### src/rtl/fetch_pkg.sv
// Shared fetch definitions: word size, redirect-source encodings, fetch FSM states.
// Branch resolution also imports the target-select encodings.
package fetch_pkg;

   localparam int unsigned XLEN        = 32;
   localparam int unsigned INSTR_BYTES = 4;

   typedef enum logic [1:0] {
      ALU_TARGET   = 2'b00,
      MTVEC_TARGET = 2'b01,
      MEPC_TARGET  = 2'b10
   } target_sel_t;

   typedef enum logic [1:0] {
      IDLE = 2'b00,
      REQ  = 2'b01,
      WAIT = 2'b10,
      KILL = 2'b11
   } fetch_state_t;

   function automatic logic [XLEN-1:0] align_word(input logic [XLEN-1:0] addr);
      return {addr[XLEN-1:2], 2'b00};
   endfunction

endpackage

### src/rtl/fetch_target_mux.sv
// Redirect target selection; the chosen source is forced to a word boundary.
module fetch_target_mux
   import fetch_pkg::*;
(
   input  logic [1:0]      sel,
   input  logic [XLEN-1:0] alu_target,
   input  logic [XLEN-1:0] mtvec,
   input  logic [XLEN-1:0] mepc,
   output logic [XLEN-1:0] target
);

   logic [XLEN-1:0] raw;

   always_comb begin
      raw = alu_target;
      case (sel)
         MTVEC_TARGET: raw = mtvec;
         MEPC_TARGET:  raw = mepc;
         default:      raw = alu_target;
      endcase
      target = align_word(raw);
   end

endmodule

### src/rtl/fetch_unit.sv
// Instruction fetch unit: owns the fetch PC, keeps one imem request in flight,
// drops responses made stale by a redirect and buffers one instruction for decode.
module fetch_unit
   import fetch_pkg::*;
#(
   parameter logic [XLEN-1:0] RESET_PC = 32'h0000_0000
) (
   input  logic            clk_i,
   input  logic            rst_i,
   input  logic            branching_i,
   input  logic [1:0]      target_sel_i,
   input  logic [XLEN-1:0] alu_target_i,
   input  logic [XLEN-1:0] mtvec_i,
   input  logic [XLEN-1:0] mepc_i,
   input  logic            stall_i,
   output logic            imem_req_o,
   output logic [XLEN-1:0] imem_addr_o,
   input  logic            imem_gnt_i,
   input  logic            imem_rvalid_i,
   input  logic [XLEN-1:0] imem_rdata_i,
   output logic            instr_valid_o,
   output logic [XLEN-1:0] instr_o,
   output logic [XLEN-1:0] instr_pc_o,
   output logic            flush_o
);

   fetch_state_t    state;
   logic [XLEN-1:0] pc;
   logic [XLEN-1:0] req_pc;
   logic [XLEN-1:0] target;
   logic            issue;
   logic            granted;
   logic            load;

   fetch_target_mux u_target_mux (
      .sel        (target_sel_i),
      .alu_target (alu_target_i),
      .mtvec      (mtvec_i),
      .mepc       (mepc_i),
      .target     (target)
   );

   // Only issue when the output register is empty or drains this cycle,
   // so a response can never find the register full.
   assign issue   = (state == REQ) && (!instr_valid_o || !stall_i);
   assign granted = issue && imem_gnt_i;
   assign load    = (state == WAIT) && imem_rvalid_i && !branching_i;

   assign imem_req_o  = issue;
   assign imem_addr_o = pc;
   assign flush_o     = branching_i;

   always_ff @(posedge clk_i or posedge rst_i) begin
      if (rst_i) begin
         state         <= IDLE;
         pc            <= RESET_PC;
         req_pc        <= '0;
         instr_valid_o <= 1'b0;
         instr_o       <= '0;
         instr_pc_o    <= '0;
      end else begin
         if (branching_i) begin
            instr_valid_o <= 1'b0;
         end else if (load) begin
            instr_valid_o <= 1'b1;
            instr_o       <= imem_rdata_i;
            instr_pc_o    <= req_pc;
         end else if (instr_valid_o && !stall_i) begin
            instr_valid_o <= 1'b0;
         end

         case (state)
            IDLE: state <= REQ;
            REQ: begin
               if (branching_i) begin
                  pc <= target;
                  if (granted) state <= KILL;
               end else if (granted) begin
                  req_pc <= pc;
                  pc     <= pc + XLEN'(INSTR_BYTES);
                  state  <= WAIT;
               end
            end
            WAIT: begin
               if (branching_i) begin
                  pc    <= target;
                  state <= imem_rvalid_i ? REQ : KILL;
               end else if (imem_rvalid_i) begin
                  state <= REQ;
               end
            end
            KILL: begin
               if (branching_i) pc <= target;
               if (imem_rvalid_i) state <= REQ;
            end
            default: state <= IDLE;
         endcase
      end
   end

endmodule

### config.mk
export PLATFORM = sky130hd
export DESIGN_NAME = fetch_unit
export DESIGN_NICKNAME = d
export VERILOG_FILES = /design/src/rtl/fetch_pkg.sv /design/src/rtl/fetch_target_mux.sv /design/src/rtl/fetch_unit.sv
export SDC_FILE = /design/constraint.sdc
export NUM_CORES = 1
export LEC_CHECK = 0
export CAP_MARGIN = 20
export CORE_ASPECT_RATIO = 1.4
export CORE_MARGIN = 3
export CORE_UTILIZATION = 35
export CTS_CLUSTER_DIAMETER = 120
export DETAILED_ROUTE_END_ITERATION = 12
export DONT_BUFFER_PORTS = 1
export PLACE_DENSITY = 0.58
export SETUP_SLACK_MARGIN = 0.02
export SLEW_MARGIN = 30
export SYNTH_ARGS = -nofsm -noshare
export SYNTH_HDL_FRONTEND = slang
export SYNTH_SLANG_ARGS = --single-unit
### constraint.sdc
create_clock -name clk_i -period 8.2 [get_ports clk_i]
set_input_delay 1.64 -clock clk_i [delete_from_list [all_inputs] [get_ports clk_i]]
set_output_delay 1.64 -clock clk_i [all_outputs]
set_load 0.01 [all_outputs]
Word-level counts from Yosys, hierarchy flattened
Cells that the tools add are included.
Widths: inputs -> output; s select.
{ "classes": {"n_addsub": 1, "reduce_logical": 16, "muxes": 15, "n_eq_ne": 8, "bitwise_logic": 1} }
{ "op_table": {"columns": ["op", "n"], "rows": [
  ["$pmux 32 s2", 2],
  ["$mux 32", 3],
  ["$add 32x3->32 const B", 1],
  ["$mux 2", 6],
  ["$pmux 2 s4", 1],
  ["$eq 2x2->1 const B", 3],
  ["$reduce_and 3->1", 2],
  ["$logic_and 1x1->1", 5],
  ["$eq 2x1->1 const B", 2],
  ["$logic_not 1->1", 3],
  ["$mux 1", 3],
  ["$ne 3x3->1 const B", 1],
  ["$reduce_bool 3->1", 1],
  ["$logic_not 2->1", 1],
  ["$ne 2x1->1 const B", 1],
  ["$ne 2x2->1 const B", 1],
  ["$reduce_and 2->1", 1],
  ["$reduce_bool 2->1", 1],
  ["$reduce_or 2->1", 1],
  ["$logic_or 1x1->1", 1],
  ["$not 1->1", 1]
]} }
{ "totals": {"regBits": 131, "output_inout_bits": 99, "word_cells": 47} }

Logic depth before layout (Yosys ltp)
Gate-level depths: netlist of run 1.
{ "logic_depth": {"depth_word": 7, "depth_mapped": 9} }

Cells and area by module
A second synthesis of run 1 with hierarchy kept.
{ "unflattened": {"cells_unflattened": 571, "area_unflattened_um2": 6392.4} }
{ "modules_own_cells": {"columns": ["module", "instances", "cells_per_inst", "area_each_um2"], "rows": [
  ["fetch_unit", 1, 461, 5761.8],
  ["fetch_target_mux", 1, 110, 630.6]
]} }

Worst setup path after synthesis of run 1
OpenSTA, ideal clock, no wires.
{ "synth_timing": {"path_kind": "in2out", "from": "input stall_i", "to": "output imem_req_o", "cell_stages": 2, "slack_ps": 4571, "arrival_time_ps": 1989, "path_buffers": 0, "required_ps": 6560, "path_cell_list": "a21oi_1 > and2_1"} }
{ "synth_via": {"elab_chain_cells": 3} }
{ "synth_rtl": {"columns": ["item", "line_no", "rtl"], "rows": [
  ["start, declared", "fetch_unit.sv:15", "input logic stall_i,"],
  ["$logic_not 1->1", "fetch_unit.sv:45", "assign issue = (state == REQ) && (!instr_valid_o || !stall_i);"],
  ["$logic_or 1x1->1", "fetch_unit.sv:45", null],
  ["$logic_and 1x1->1", "fetch_unit.sv:45", null],
  ["end, declared", "fetch_unit.sv:16", "output logic imem_req_o,"]
]} }
Every way passes these cells.

Worst setup path after layout of run 1
Same ends and word-level chain as after synthesis.

==> flow_summary.ini, run 1 <==
[status]
outcome = complete, no violations

[worst_setup_path]
cp_num_buf_inv = 0
worstPathArrival_ps = 2050
worst_ep_required_time_ps = 6560
crit_chain = a21oi_1 > and2_1
worst_path_max_delay_cell = and2_1
crit_family = simple AND/OR/NAND/NOR gates
cp_max_fo = 3
criticalPathCategory = input port to output port
start_kind = input port
reg2regPathDepth = 6
critPathMaxStageDelay_ps = 240
worstSetupPathDepth = 2
crit_path_end_kind = output port

[power]
pwr-share-seq_pct = 50.8
totalPowerFinal_mw = 2.439
combPwrFrac_pct = 19.5
p_clk_share_pct = 29.7
p_int_mw = 1.571
net-switching-power_uw = 867.7
irDropWorstVdd_mv = 0.1444
power.leakage_nw = 2.787
switching_share_pct = 35.58
power.density_nw_per_um2 = 358.8

[layout]
drive_gt1_share_pct = 26.05
nFillCells = 1640
insertedDiodeCount = 0
stdcell_count = 781
fin_area_um2 = 6798
nets = 675
fin_util_pct = 40.26
areaGrowthSynthToFinish_pct = 11.61

[route]
ant_nets = 0
totalWireLength_um = 16730
drt_iter0_drc = 407
num_vias = 4436
post_drt_wl_per_cell_um = 21.42
drc = 0
viasPerCell = 5.680
dr.pass1.iters = 5

[placed_design]
place_area_um2 = 6210
portBuffers = 0
numPlacedInstances = 749
dp_hpwl_um = 12060
gp_congestion = 0.8381

[sta]
rsz0062_at_grt = false
finClkSkew_ps = 13.10
max_freq_mhz = 271.2
period_needed_ps = 3687
maxSlewViolCount = 0
hold_viol_final = 0
worst_pin_slew_ps = 752.6
fin_crit_sh_pct = 44.97
slew_headroom_pct = 49.37
setup_viol = 0
tns_ps = 0

[synth]
synth_area_leaders = dfrtp_1, mux2_2, a22oi_1
syn_area_per_cell_um2 = 10.97
synth.distinct_cells = 56
yosysSeqAreaShare_pct = 51.36
ys_seq_elements = 125
synth_top_area_cell = dfrtp_1
async_flop_share_pct = 100.0
synth_edf_count = 0
postSynthCellCount = 555
synth.top_cell.area_share_pct = 51.36
synth_most_common_cell = dfrtp_1
syn_area_um2 = 6091
ys.flop_type = dfrtp_1
synthTopCellsByCount = dfrtp_1, mux2_2, nand2_1
ys.warnings.count = 0

[floorplan]
dieWidth_um = 117.5
num_rows = 56
core_um2 = 16890
start_util_pct = 36.07
die_h_um = 162.1
io_pins = 235
dieArea_um2 = 19040

[cts]
path_clk_slew_ps = 60
cts_root_buf = clkbuf_16
cts_buffers = 17
clk_path_buf_depth = 2
htree_levels = 4
clock_latency_ps = 420
cts.sinks = 125
postCtsSetupBuffers = 0
cts-resized-gates = 0
cts_hold_buf = 0
cts_tree = built

[global_routing]
grt_pass1_vias = 4500
grtUsageTotal_pct = 17.29
grt-ovfl-total = 0
antenna_found_initial = 0
grt_pass1_wl_um = 25760
grt_max_degree = 77

[min_path]
min_path_cells = 2
hp-class = register to register

[job]
maxCapViolCount = 0
cell type report:
class | instances | area, µm² | area share (%)
sequential | 125 | 3128 | 46.02
inverter | 10 | 42.54 | 0.6258
timing repair buffer | 6 | 48.80 | 0.7178
multi-input combinational | 376 | 2720 | 40.01
clock buffer | 20 | 456.7 | 6.718
clock inverter | 12 | 111.4 | 1.638
tap | 232 | 290.3 | 4.270
cells in the final DEF, fill, tap and decap left out, drive strengths merged, types with 13 or more instances in the layout:
cell type    n
inv         13
nor2        27
clkbuf      20
a22oi       29
nand3       19
o21ai       35
mux2        87
a21oi       29
dfrtp      125
nand2       39
power groups by stage:
stage	clock network (mW)	registers, mW	logic (mW)
floorplan	0	1.14	0.423
global placement	0	1.24	0.457
detailed placement	0	1.26	0.479
CTS	0.742	1.25	0.480
global route	0.771	1.29	0.529
finish	0.723	1.24	0.476
layer usage:
| layer | part of all wire, % | track usage [%] |
|---|---|---|
| met5 | 0 | 0 |
| met4 | 2.0 | 7.093 |
| met3 | 6.9 | 4.842 |
| met2 | 52 | 29.47 |
| met1 | 39 | 20.69 |
per-stage QoR:
stage	hold slack [ps]	setup WS (ps)
final	475.8	4513
after CTS	482.8	4507
after detailed placement	470.2	4505
after floorplan	444.4	3232
after global routing	507.9	4446
after global placement	463.3	4512
worst paths after layout:
kind                                               end  slack, ps                       start
setup / recovery                            imem_req_o       4510                     stall_i
hold / removal                  req_pc[31]$_DFFE_PP0P_        480      req_pc[31]$_DFFE_PP0P_
setup reg to reg           imem_addr_o[30]$_DFFE_PP0P_       5470  imem_addr_o[2]$_DFFE_PP0P_
hold reg to reg                 req_pc[31]$_DFFE_PP0P_        480      req_pc[31]$_DFFE_PP0P_
max in group asynchronous  imem_addr_o[26]$_DFFE_PP0P_       6030                       rst_i
min in group asynchronous      instr_o[22]$_DFFE_PP0P_       1110                       rst_i
state kept, by name, indices dropped and copies added (netlist names):
signal / cells
instr_pc_o: 30
instr_o: 32
state: 2
imem_addr_o: 30
instr_valid_o: 1
req_pc: 30
logic make-up (layout without fill, tap and decap cells):
kind of cell | after synthesis | in the layout | synth area share (%)
adder cells (fa/ha/maj) | 3 | 3 | 0.6163
flip-flops | 125 | 125 | 51.36
AND/OR/NAND/NOR | 129 | 129 | 10.52
buffers and inverters | 57 | 48 | 4.663
multiplexers | 87 | 87 | 16.08
other | 1 | 4 | 0.06157
AO/OA/AOI/OAI | 153 | 153 | 16.70
No activity file was read; power rests on OpenSTA's default activity.
==> run 2: changes to the inputs <==
- ABC_AREA: unset -> 1
- clock period: 8.2 -> 3.7 ns (I/O delays scaled with it)
==> run 2 against run 1 <==
Net effect:
- sequential cell count unchanged
- core utilization rose by 0.070 points
- via count increased by 17%
- die area up 5.7%
- highest routed layer unchanged
==> flow_summary.ini, run 2 <==
[floorplan]
dieWidth_um = 120.8
num_rows = 58
dieArea_um2 = 20130
die_h_um = 166.7
core_um2 = 18070
start_util_pct = 35.73
io_pins = 235

[layout]
drive_gt1_share_pct = 12.27
insertedDiodeCount = 0
largest_reg_flops = 32
regMostFlops = instr_o
mostFrequentLayoutCells = nand2_1, dfrtp_1, o21ai_0, a21oi_1, inv_1
areaGrowthSynthToFinish_pct = 12.87
final_common_cell = nand2_1
nets = 925

[global_routing]
antenna_found_initial = 0
grtUsageTotal_pct = 17.42
grt-ovfl-total = 0
grt_pass1_vias = 5139
grt_pass1_wl_um = 27870
grt_max_degree = 94

[cts]
cts_hold_buf = 0
htree_levels = 4
cts_root_buf = clkbuf_16
cts_tree = built
path_clk_slew_ps = 60
clk_path_buf_depth = 2
clock_latency_ps = 400
cts_buffers = 17
postCtsSetupBuffers = 0
cts-resized-gates = 0
cts.sinks = 125

[worst_setup_path]
worstPathArrival_ps = 2280
cp_num_buf_inv = 2
r2r_setup_slack_ps = 1830
criticalPathCategory = input port to register
reg2reg_from = state[1]$_DFFE_PP0P_
crit_path_end_kind = register
reg2regPathDepth = 7
cp-startpoint = target_sel_i[0]
worst_path_max_delay_cell = ha_1
crit_family = adder cells
critPathMaxStageDelay_ps = 540
worst_ep_required_time_ps = 4040
crit_chain = inv_1 > ha_1 > buf_4 > nand2_1 > a21oi_1 > a21oi_1 > a21oi_1 > o21ai_0 > nand2_1
cp_max_fo = 18
timing.rr.end = imem_addr_o[7]$_DFFE_PP0P_
cp_common_cell = a21oi_1
start_kind = input port

[synth]
yosysSeqAreaShare_pct = 48.45
syn_area_um2 = 6456
synthAdderAreaFrac_pct = 0.5814
yosys.area_share.xor_xnor_pct = 0.6783
synthMuxAreaShare_pct = 5.581
async_flop_share_pct = 100.0
synth_simple_gate_area_share_pct = 22.62
ys.flop_type = dfrtp_1
synth.top_cell.area_share_pct = 48.45
synthTopCellsByCount = nand2_1, dfrtp_1, o21ai_0
synth_most_common_cell = nand2_1
ys.warnings.count = 0
synth_area_leaders = dfrtp_1, nand2_1, o21ai_0
synth_edf_count = 0
synth_top_area_cell = dfrtp_1
synth_top_family_by_area = simple AND/OR/NAND/NOR gates
synth.distinct_cells = 35
synth-compound-area-share_pct = 14.81
ys_seq_elements = 125
syn_area_per_cell_um2 = 8.070
postSynthCellCount = 800

[sta]
maxSlewViolCount = 0
rsz0062_at_grt = false
holdWs_ps = 310.1
tns_ps = 0
max_freq_mhz = 514.8
slew_headroom_pct = 38.67
worst_pin_slew_ps = 919.9
hold_viol_final = 0
finClkSkew_ps = 10.73
period_needed_ps = 1942
fin_crit_sh_pct = 52.50
setup_viol = 0

[placed_design]
portBuffers = 0
dp_hpwl_um = 12770
gp_congestion = 0.8186

[job]
maxCapViolCount = 0

[route]
dr.pass1.iters = 5
viasPerCell = 4.980
totalWireLength_um = 17320
drt_iter0_drc = 275
drc = 0
post_drt_wl_per_cell_um = 16.67
ant_nets = 0
num_vias = 5174

[min_path]
hp-class = input port to async pin

[power]
irDropWorstVdd_mv = 0.2972
power.density_nw_per_um2 = 781.4
power.leakage_nw = 3.264

[status]
outcome = complete, no violations
[run 2: cell count changes in the layout (fill, tap and decap cells not counted), moves of 13 or more]
cell,before,now
a21oi_1,28,61
a22o_1,2,16
a22oi_1,29,0
inv_1,9,58
mux2_2,87,32
nand2_1,39,250
nand3_1,18,31
nor2_1,26,46
o21ai_0,34,80
[run 2: worst reg2reg max path: cells and delay by family, from the launching register on]
| kind | cells | cell delay [ps] |
|---|---|---|
| flip-flops | 1 | 440 |
| AND/OR/NAND/NOR | 2 | 180 |
| buffers and inverters | 2 | 770 |
| AO/OA/AOI/OAI | 3 | 360 |
[run 2: per-layer routing]
| layer | track usage (%) | up-vias | part of all wire, % |
|---|---|---|---|
| met2 | 29.98 | 213 | 50 |
| met1 | 21.24 | 2374 | 41 |
| met5 | 0 | - | 0 |
| li1 | - | 2567 | - |
| met3 | 4.484 | 20 | 7.2 |
| met4 | 5.523 | 0 | 2.0 |
[run 2: worst max-delay path by stage]
stage	endpoint	cells past startpoint	slack, ps
6_report	imem_addr_o[17]$_DFFE_PP0P_	9	1760
5_1_grt	imem_addr_o[17]$_DFFE_PP0P_	9	1600
3_3_place_gp	imem_addr_o[17]$_DFFE_PP0P_	9	1290
4_1_cts	imem_addr_o[17]$_DFFE_PP0P_	9	1730
2_1_floorplan	imem_addr_o[10]$_DFFE_PP0P_	1	1420
3_5_place_dp	imem_addr_o[17]$_DFFE_PP0P_	9	1310
[run 2: logic make-up after synthesis]
logic type,count (synthesis)
adder cells (fa/ha/maj),3
multiplexers,32
other,1
XOR/XNOR,5
AND/OR/NAND/NOR,356
AO/OA/AOI/OAI,170
flip-flops,125
buffers and inverters,108
[run 2: metrics by stage]
stage	area, µm²	power, mW	std cells	utilization (%)	setup WS [ps]
2_1_floorplan	6471	3.534	803	-	1421
3_3_place_gp	6634	3.947	1006	36.71	1286
3_5_place_dp	6661	4.004	1007	36.86	1307
4_1_cts	7287	5.796	1039	40.33	1727
5_1_grt	7287	6.119	1039	40.33	1604
6_report	7287	5.694	1039	40.33	1758
[run 2: final cells by class]
| type | count | area (µm²) |
|---|---|---|
| Fill cell | 1845 | 10780 |
| Tap cell | 240 | 300.3 |
| Multi-Input combinational cell | 570 | 2893 |
| Timing Repair Buffer | 9 | 100.1 |
| Clock inverter | 11 | 165.2 |
| Clock buffer | 21 | 460.4 |
| Inverter | 63 | 240.2 |
| Sequential cell | 125 | 3128 |
[run 2: report_power, final]
part           total, mW  leakage [nW]  switching [mW]  internal, mW
Clock               1.75         0.307           0.594          1.16
Combinational       1.16          1.37           0.681         0.483
Sequential          2.78          1.58           0.819          1.96
Total               5.69          3.26            2.09          3.60
